## src/rtl/rx_controller.sv

```systemverilog
// -----------------------------------------------------------------------------
// rx_controller
//
// Control FSM for a UART receiver.
//
// The sample counter, bit counter, SIPO shift register and output data
// register all live in a separate datapath. This block sequences that
// datapath: it finds the start bit, strobes one shift per data bit, checks
// the stop bit, and flags framing and synchronisation errors.
//
// Parameters
//   DATAWIDTH     data bits per frame (default 8)
//   CLKS_PER_BIT  clk cycles per bit; must be even and >= 4 (default 16)
//
// Ports
//   clk            in   sole clock, rising edge
//   rst            in   synchronous active-low reset
//   serial_in      in   raw asynchronous line, idle high
//   SAMPLING_DONE  in   one-cycle pulse from the datapath sample counter
//   RX_CMP         in   datapath bit counter holds DATAWIDTH strobes
//   count_enb      out  sample-counter enable
//   shift_en       out  SIPO shift strobe
//   bit_enb        out  bit-counter increment strobe
//   ld_data        out  output-register load strobe
//   rx_valid       out  one-cycle pulse: frame received
//   frame_err      out  one-cycle pulse: stop bit sampled low
//   sync_err       out  one-cycle pulse: DATAWIDTH shifts without RX_CMP
//   busy           out  high in every state except IDLE
//
// All outputs are registered. They are computed from the next state, so each
// output register changes on the same edge as the state register and always
// agrees with it.
// -----------------------------------------------------------------------------
module rx_controller #(
    parameter int DATAWIDTH    = 8,
    parameter int CLKS_PER_BIT = 16
) (
    input  logic clk,
    input  logic rst,
    input  logic serial_in,
    input  logic SAMPLING_DONE,
    input  logic RX_CMP,
    output logic count_enb,
    output logic shift_en,
    output logic bit_enb,
    output logic ld_data,
    output logic rx_valid,
    output logic frame_err,
    output logic sync_err,
    output logic busy
);

    localparam int HALF_BIT = CLKS_PER_BIT / 2;
    localparam int HALF_W   = (HALF_BIT > 2) ? $clog2(HALF_BIT) : 1;
    localparam int IDX_W    = $clog2(DATAWIDTH + 1);

    localparam logic [HALF_W-1:0] HALF_LAST = HALF_W'(HALF_BIT - 1);
    localparam logic [IDX_W-1:0]  IDX_FULL  = IDX_W'(DATAWIDTH);

    // RX_CMP is sampled two cycles after the bit_enb strobe. The bit counter
    // updates at the end of the strobe cycle, so the flag is settled one
    // cycle later. The extra cycle gives margin for a registered flag.
    localparam logic [1:0] CHK_LAST = 2'd2;

    typedef enum logic [2:0] {
        ST_IDLE  = 3'd0,
        ST_START = 3'd1,
        ST_DATA  = 3'd2,
        ST_CHECK = 3'd3,
        ST_STOP  = 3'd4,
        ST_LOAD  = 3'd5,
        ST_BREAK = 3'd6
    } state_t;

    state_t             state_r;
    state_t             state_nx_s;
    logic [1:0]         sync_r;
    logic               rx_s;
    logic               rx_prev_r;
    logic               fall_s;
    logic [HALF_W-1:0]  half_cnt_r;
    logic [HALF_W-1:0]  half_cnt_nx_s;
    logic [1:0]         chk_cnt_r;
    logic [1:0]         chk_cnt_nx_s;
    logic [IDX_W-1:0]   bit_idx_r;
    logic [IDX_W-1:0]   bit_idx_nx_s;
    logic               count_enb_nx_s;
    logic               shift_nx_s;
    logic               load_nx_s;
    logic               frame_err_nx_s;
    logic               sync_err_nx_s;
    logic               busy_nx_s;

    // The synchronised line is the last stage of the synchronizer.
    assign rx_s = sync_r[1];

    // A 1->0 step of the synchronised line. This only matters in IDLE.
    assign fall_s = rx_prev_r & ~rx_s;

    // Two-flop synchronizer and previous-value tracker for edge detection.
    // Both reset to idle-high, so a line that is low at reset release shows
    // one falling edge. That matches a genuine start bit arriving then.
    always_ff @(posedge clk) begin
        if (!rst) begin
            sync_r    <= 2'b11;
            rx_prev_r <= 1'b1;
        end else begin
            sync_r    <= {sync_r[0], serial_in};
            rx_prev_r <= rx_s;
        end
    end

    // Next-state logic plus next values of the counters and output strobes.
    always_comb begin
        state_nx_s     = state_r;
        half_cnt_nx_s  = half_cnt_r;
        chk_cnt_nx_s   = chk_cnt_r;
        bit_idx_nx_s   = bit_idx_r;
        shift_nx_s     = 1'b0;
        load_nx_s      = 1'b0;
        frame_err_nx_s = 1'b0;
        sync_err_nx_s  = 1'b0;

        case (state_r)
            ST_IDLE: begin
                if (fall_s) begin
                    state_nx_s    = ST_START;
                    half_cnt_nx_s = '0;
                end else begin
                    state_nx_s    = ST_IDLE;
                end
            end

            // Wait half a bit, then confirm the start bit is still low.
            // A line that has returned high is treated as noise.
            ST_START: begin
                if (half_cnt_r == HALF_LAST) begin
                    if (!rx_s) begin
                        state_nx_s = ST_DATA;
                    end else begin
                        state_nx_s = ST_IDLE;
                    end
                end else begin
                    half_cnt_nx_s = half_cnt_r + HALF_W'(1);
                end
            end

            ST_DATA: begin
                if (SAMPLING_DONE) begin
                    shift_nx_s   = 1'b1;
                    bit_idx_nx_s = bit_idx_r + IDX_W'(1);
                    chk_cnt_nx_s = 2'd0;
                    state_nx_s   = ST_CHECK;
                end else begin
                    state_nx_s   = ST_DATA;
                end
            end

            // The datapath bit counter decides completion. bit_idx is only a
            // backstop that catches a counter that never reports completion.
            ST_CHECK: begin
                if (chk_cnt_r == CHK_LAST) begin
                    if (RX_CMP) begin
                        state_nx_s = ST_STOP;
                    end else if (bit_idx_r < IDX_FULL) begin
                        state_nx_s = ST_DATA;
                    end else begin
                        sync_err_nx_s = 1'b1;
                        state_nx_s    = ST_BREAK;
                    end
                end else begin
                    chk_cnt_nx_s = chk_cnt_r + 2'd1;
                end
            end

            ST_STOP: begin
                if (SAMPLING_DONE) begin
                    if (rx_s) begin
                        load_nx_s  = 1'b1;
                        state_nx_s = ST_LOAD;
                    end else begin
                        frame_err_nx_s = 1'b1;
                        state_nx_s     = ST_BREAK;
                    end
                end else begin
                    state_nx_s = ST_STOP;
                end
            end

            ST_LOAD: begin
                state_nx_s = ST_IDLE;
            end

            // Wait for the line to go idle so a long low period (a break or
            // a misaligned frame) cannot start a new frame.
            ST_BREAK: begin
                if (rx_s) begin
                    state_nx_s = ST_IDLE;
                end else begin
                    state_nx_s = ST_BREAK;
                end
            end

            default: begin
                state_nx_s = ST_IDLE;
            end
        endcase

        if (state_nx_s == ST_IDLE) begin
            bit_idx_nx_s = '0;
        end else begin
            bit_idx_nx_s = bit_idx_nx_s;
        end

        // The sample counter runs from the first data bit through the stop
        // bit without a gap, so it stays in phase with the bit centres.
        case (state_nx_s)
            ST_DATA, ST_CHECK, ST_STOP: count_enb_nx_s = 1'b1;
            default:                    count_enb_nx_s = 1'b0;
        endcase

        busy_nx_s = (state_nx_s != ST_IDLE);
    end

    // State, counter and output registers.
    always_ff @(posedge clk) begin
        if (!rst) begin
            state_r    <= ST_IDLE;
            half_cnt_r <= '0;
            chk_cnt_r  <= 2'd0;
            bit_idx_r  <= '0;
            count_enb  <= 1'b0;
            shift_en   <= 1'b0;
            bit_enb    <= 1'b0;
            ld_data    <= 1'b0;
            rx_valid   <= 1'b0;
            frame_err  <= 1'b0;
            sync_err   <= 1'b0;
            busy       <= 1'b0;
        end else begin
            state_r    <= state_nx_s;
            half_cnt_r <= half_cnt_nx_s;
            chk_cnt_r  <= chk_cnt_nx_s;
            bit_idx_r  <= bit_idx_nx_s;
            count_enb  <= count_enb_nx_s;
            shift_en   <= shift_nx_s;
            bit_enb    <= shift_nx_s;
            ld_data    <= load_nx_s;
            rx_valid   <= load_nx_s;
            frame_err  <= frame_err_nx_s;
            sync_err   <= sync_err_nx_s;
            busy       <= busy_nx_s;
        end
    end

endmodule
```

## config.mk

```make
export PLATFORM = sky130hd
export DESIGN_NAME = rx_controller
export DESIGN_NICKNAME = d
export VERILOG_FILES = /design/src/rtl/rx_controller.sv
export SDC_FILE = /design/constraint.sdc
export NUM_CORES = 1
export LEC_CHECK = 0
export ABC_AREA = 1
export BUFFER_PORTS_ARGS = -buffer_cell sky130_fd_sc_hd__buf_2
export CAP_MARGIN = 20
export CORE_ASPECT_RATIO = 0.6
export CORE_UTILIZATION = 35
export CTS_CLUSTER_DIAMETER = 60
export CTS_CLUSTER_SIZE = 20
export DETAILED_ROUTE_END_ITERATION = 7
export PLACE_DENSITY_LB_ADDON = 0.15
export SYNTH_ARGS = -nofsm -noshare
export SYNTH_HDL_FRONTEND = slang
export SYNTH_SLANG_ARGS = --single-unit
```

## constraint.sdc

```tcl
create_clock -name clk -period 3.6 [get_ports clk]
set_clock_uncertainty 0.05 [all_clocks]
set_input_delay 0.18 -clock clk [delete_from_list [all_inputs] [get_ports clk]]
set_output_delay 0.18 -clock clk [all_outputs]
set_load 0.01 [all_outputs]
```

==> results by group <==
Routing
  • Average via count per standard cell: 4.368
  • Routed wirelength normalized by instance count: 9.782 um
  • Total Wirelength: 1702 um
  • DRC violations left: 0
  • Total via count in the routed design: 760
  • Number of search-and-repair iterations in the first detailed-routing pass: 4
  • Starting DRC count in detailed routing: 33
  • Post-DRT Antenna Nets: 0

Die
  • X dimension of the die: 69.78 um
  • DIE HEIGHT: 42.67 um
  • Count of standard-cell rows: 14
  • Initial Util: 37.72%
  • Io pins: 13
  • Area of the core region: 2557 um2
  • Die outline area: 2977 um2

Synth
  • Avg Inst Size Synth: 7.537 um2
  • Adder-cell share of the synthesized area: 6.485%
  • Largest cells by area after synthesis: dfxtp_1 (44%), nor2_1 (9.3%), nand2_1 (7.8%)
  • Fraction of registers with async set or reset after synthesis: 0%
  • Synth Net Count: 138
  • Multiplexer area fraction after synthesis: 0%
  • Post-synthesis cell type count: 23
  • Main combinational cell family by area after synthesis: simple AND/OR/NAND/NOR gates
  • Post-synthesis cell area: 964.7 um2
  • Post-synth top area cell: dfxtp_1
  • XOR/XNOR Fraction of Synth Area: 2.724%
  • Synthesis warning total: 0
  • Cell count after synthesis: 128
  • Synth Area in Simple Gates: 32.43%
  • Synth Register Bits: 21
  • Area share of the largest cell type after synthesis: 43.58%
  • Complex-gate fraction of the synthesized area: 6.226%
  • Number of flops mapped to enable cells by yosys: 0
  • Post-synthesis sequential area ratio: 43.58%
  • Synth Flop Type: dfxtp_1

Worst hold path
  • Worst hold start: serial_in
  • Class of the tightest hold or removal check: in2reg

Critical path
  • Highest fanout seen on the critical path: 5
  • Startpoint of the most critical register-to-register path: half_cnt_r[0]
  • Critical path launch point type: register
  • Data arrival time of the worst path: 1.65 ns
  • Category of the critical setup timing path: reg2reg
  • Critical Path End Type: register
  • Launching instance or port of the critical path: half_cnt_r[0]
  • Worst reg-to-reg setup slack: 2.05 ns
  • Required time at the worst-slack endpoint: 3.70 ns

Cells and area
  • Total number of nets in the final design: 153
  • Antenna Cells: 0
  • Post-route non-filler standard cell count: 174
  • Fraction of layout instances using a drive strength above 1: 20.42%
  • Number of fillers in the final layout: 263
  • Area taken by flip-flops and latches: 420.4 um2
  • Footprint of the multi-input gates: 461.7 um2
  • Area Growth Syn to Fin: 13.49%
  • Utilization of the core after routing: 42.81%

Power
  • Power Density: 381.4 nW/um2
  • Peak ir drop on the vdd network: 0.0001585 V
  • Lkg Pwr: 0.5354 nW

Placement
  • HPWL after DPL: 1348 um
  • Global placement routability congestion: 0.7978
  • Instance count after placement with tap cells included: 170
  • Count of buffers from port buffering: 12

Global routing
  • Total grt overflow: 0
  • Tot GR Track Use: 13.53%
  • Global-route wire length before repair: 3008 um
  • Initial antenna violation count: 0
  • Largest net degree at the start of global routing: 12
  • Number of global-route vias before repair: 665

Job
  • Max-cap violations: 0

Clock network
  • Clock slew seen by the registers of the worst setup and hold paths: 0.07 ns
  • Clk_lat worst skew: 0.26 ns
  • Bufs on Longest Clock Path: 2
  • CTS hold repair buffers: 0
  • Num CTS Buffers: 3
  • Number of setup buffers added after CTS: 0
  • Root Buffer Master: clkbuf_8
  • TritonCTS clock tree: yes
  • Post-CTS resize count: 0
  • Number of levels in the clock H-tree: 1
  • Number of sinks handled by clock tree synthesis: 21

Timing
  • Post-layout min period: 1.546 ns
  • Worst slew margin: 80.43%
  • Number of max-slew violations in the final report: 0
  • Worst hold slack after final layout: 0.05245 ns
  • Total negative slack for setup checks: 0 ns
  • Final-report setup violation count: 0
  • Final period utilization: 42.94%
  • Worst Tran Pin Value: 0.2895 ns
  • Setup repair after global routing missed its margin: false
  • Peak Freq: 0.6468 GHz
  • Endpoints failing hold: 0

Outcome
  • Result of the run: finished, final reports clean
state kept, by name (all words and copies together), names as in the netlist:
| signal | count |
|---|---|
| bit_idx_r | 4 |
| half_cnt_r | 3 |
| state_r | 3 |
| chk_cnt_r | 2 |
| sync_r | 2 |
| bit_enb | 1 |
| busy | 1 |
| count_enb | 1 |
| frame_err | 1 |
| rx_prev_r | 1 |
| rx_valid | 1 |
| sync_err | 1 |
power by group:
group | switching (mW) | internal, mW | total, mW
combinational | 0.0162 | 0.00949 | 0.0257
sequential | 0.00371 | 0.238 | 0.241
clock | 0.0716 | 0.0788 | 0.150
total | 0.0915 | 0.326 | 0.418
cell usage in the layout, fill, tap and decap left out:
master,count
nor4b_1,1
inv_2,2
o21ai_0,8
nand3_2,2
nand2b_1,1
ha_1,5
nand2_1,20
nand3_1,4
and3_1,1
inv_1,14
clkinv_1,2
buf_2,12
clkbuf_8,3
dfxtp_1,21
nand4_1,1
nor3_1,2
or2_2,2
clkbuf_1,1
xor2_1,2
nand3b_1,1
nor2_1,24
a21oi_1,4
nor2_2,4
xnor2_1,1
nand2_2,4
kinds of logic (layout without fill, tap and decap cells):
kind of cell / count (synthesis) / in the layout
AO/OA/AOI/OAI: 12 / 12
flip-flops: 21 / 21
XOR/XNOR: 3 / 3
buffers and inverters: 20 / 34
adder cells (fa/ha/maj): 5 / 5
AND/OR/NAND/NOR: 67 / 67
routing by layer:
metal  GRT usage, %  up-vias  part of all wire (%)
li1               -      425                     -
met1          19.05      317                    59
met2          18.85       16                    35
met3          5.701        2                   5.7
met4          3.600        0                  0.47
met5              0        -                     0
final timing paths:
check / to / cells past startpoint
setup reg to reg: bit_idx_r[3] / 10
hold / removal: sync_r[0] / 2
setup / recovery: bit_idx_r[3] / 10
hold reg to reg: sync_r[1] / 1
cell type report:
cell class / count / share of cell area (%)
Clock buffer: 4 / 4.114
Inverter: 18 / 6.171
Multi-Input combinational cell: 87 / 42.17
Sequential cell: 21 / 38.40
Tap cell: 32 / 3.657
Timing Repair Buffer: 12 / 5.486
synth_stat cells, types with 2 or more instances:
library cell and instances:
nor2_2 4, o21ai_0 8, nand2_2 4, nand3_2 2, a21oi_1 4, nor2_1 24, ha_1 5, inv_2 2
nand3_1 4, buf_4 2, xor2_1 2, or2_2 2, inv_1 14, nand2_1 20, nor3_1 2, dfxtp_1 21
clkinv_1 2
critical path, cell delays in order (launching register included):
cell and delay, ns:
dfxtp_1 0.33, ha_1 0.22, ha_1 0.19, nor2_1 0.09, nor2_1 0.05, nand2_1 0.05, nand2_1 0.07, nor2_2 0.15
nand3_2 0.09, nand2_2 0.11, nor2_1 0.05
metrics by stage:
stage	area (um2)	worst slack (ns)	total power [mW]
after floorplan	964.7	2.181	0.2632
after global placement	1050	2.083	0.2722
after detailed placement	1050	2.062	0.2725
after CTS	1095	2.048	0.4232
after global routing	1095	1.903	0.4379
final	1095	2.054	0.4175
Power figures use the tool's default switching activity.
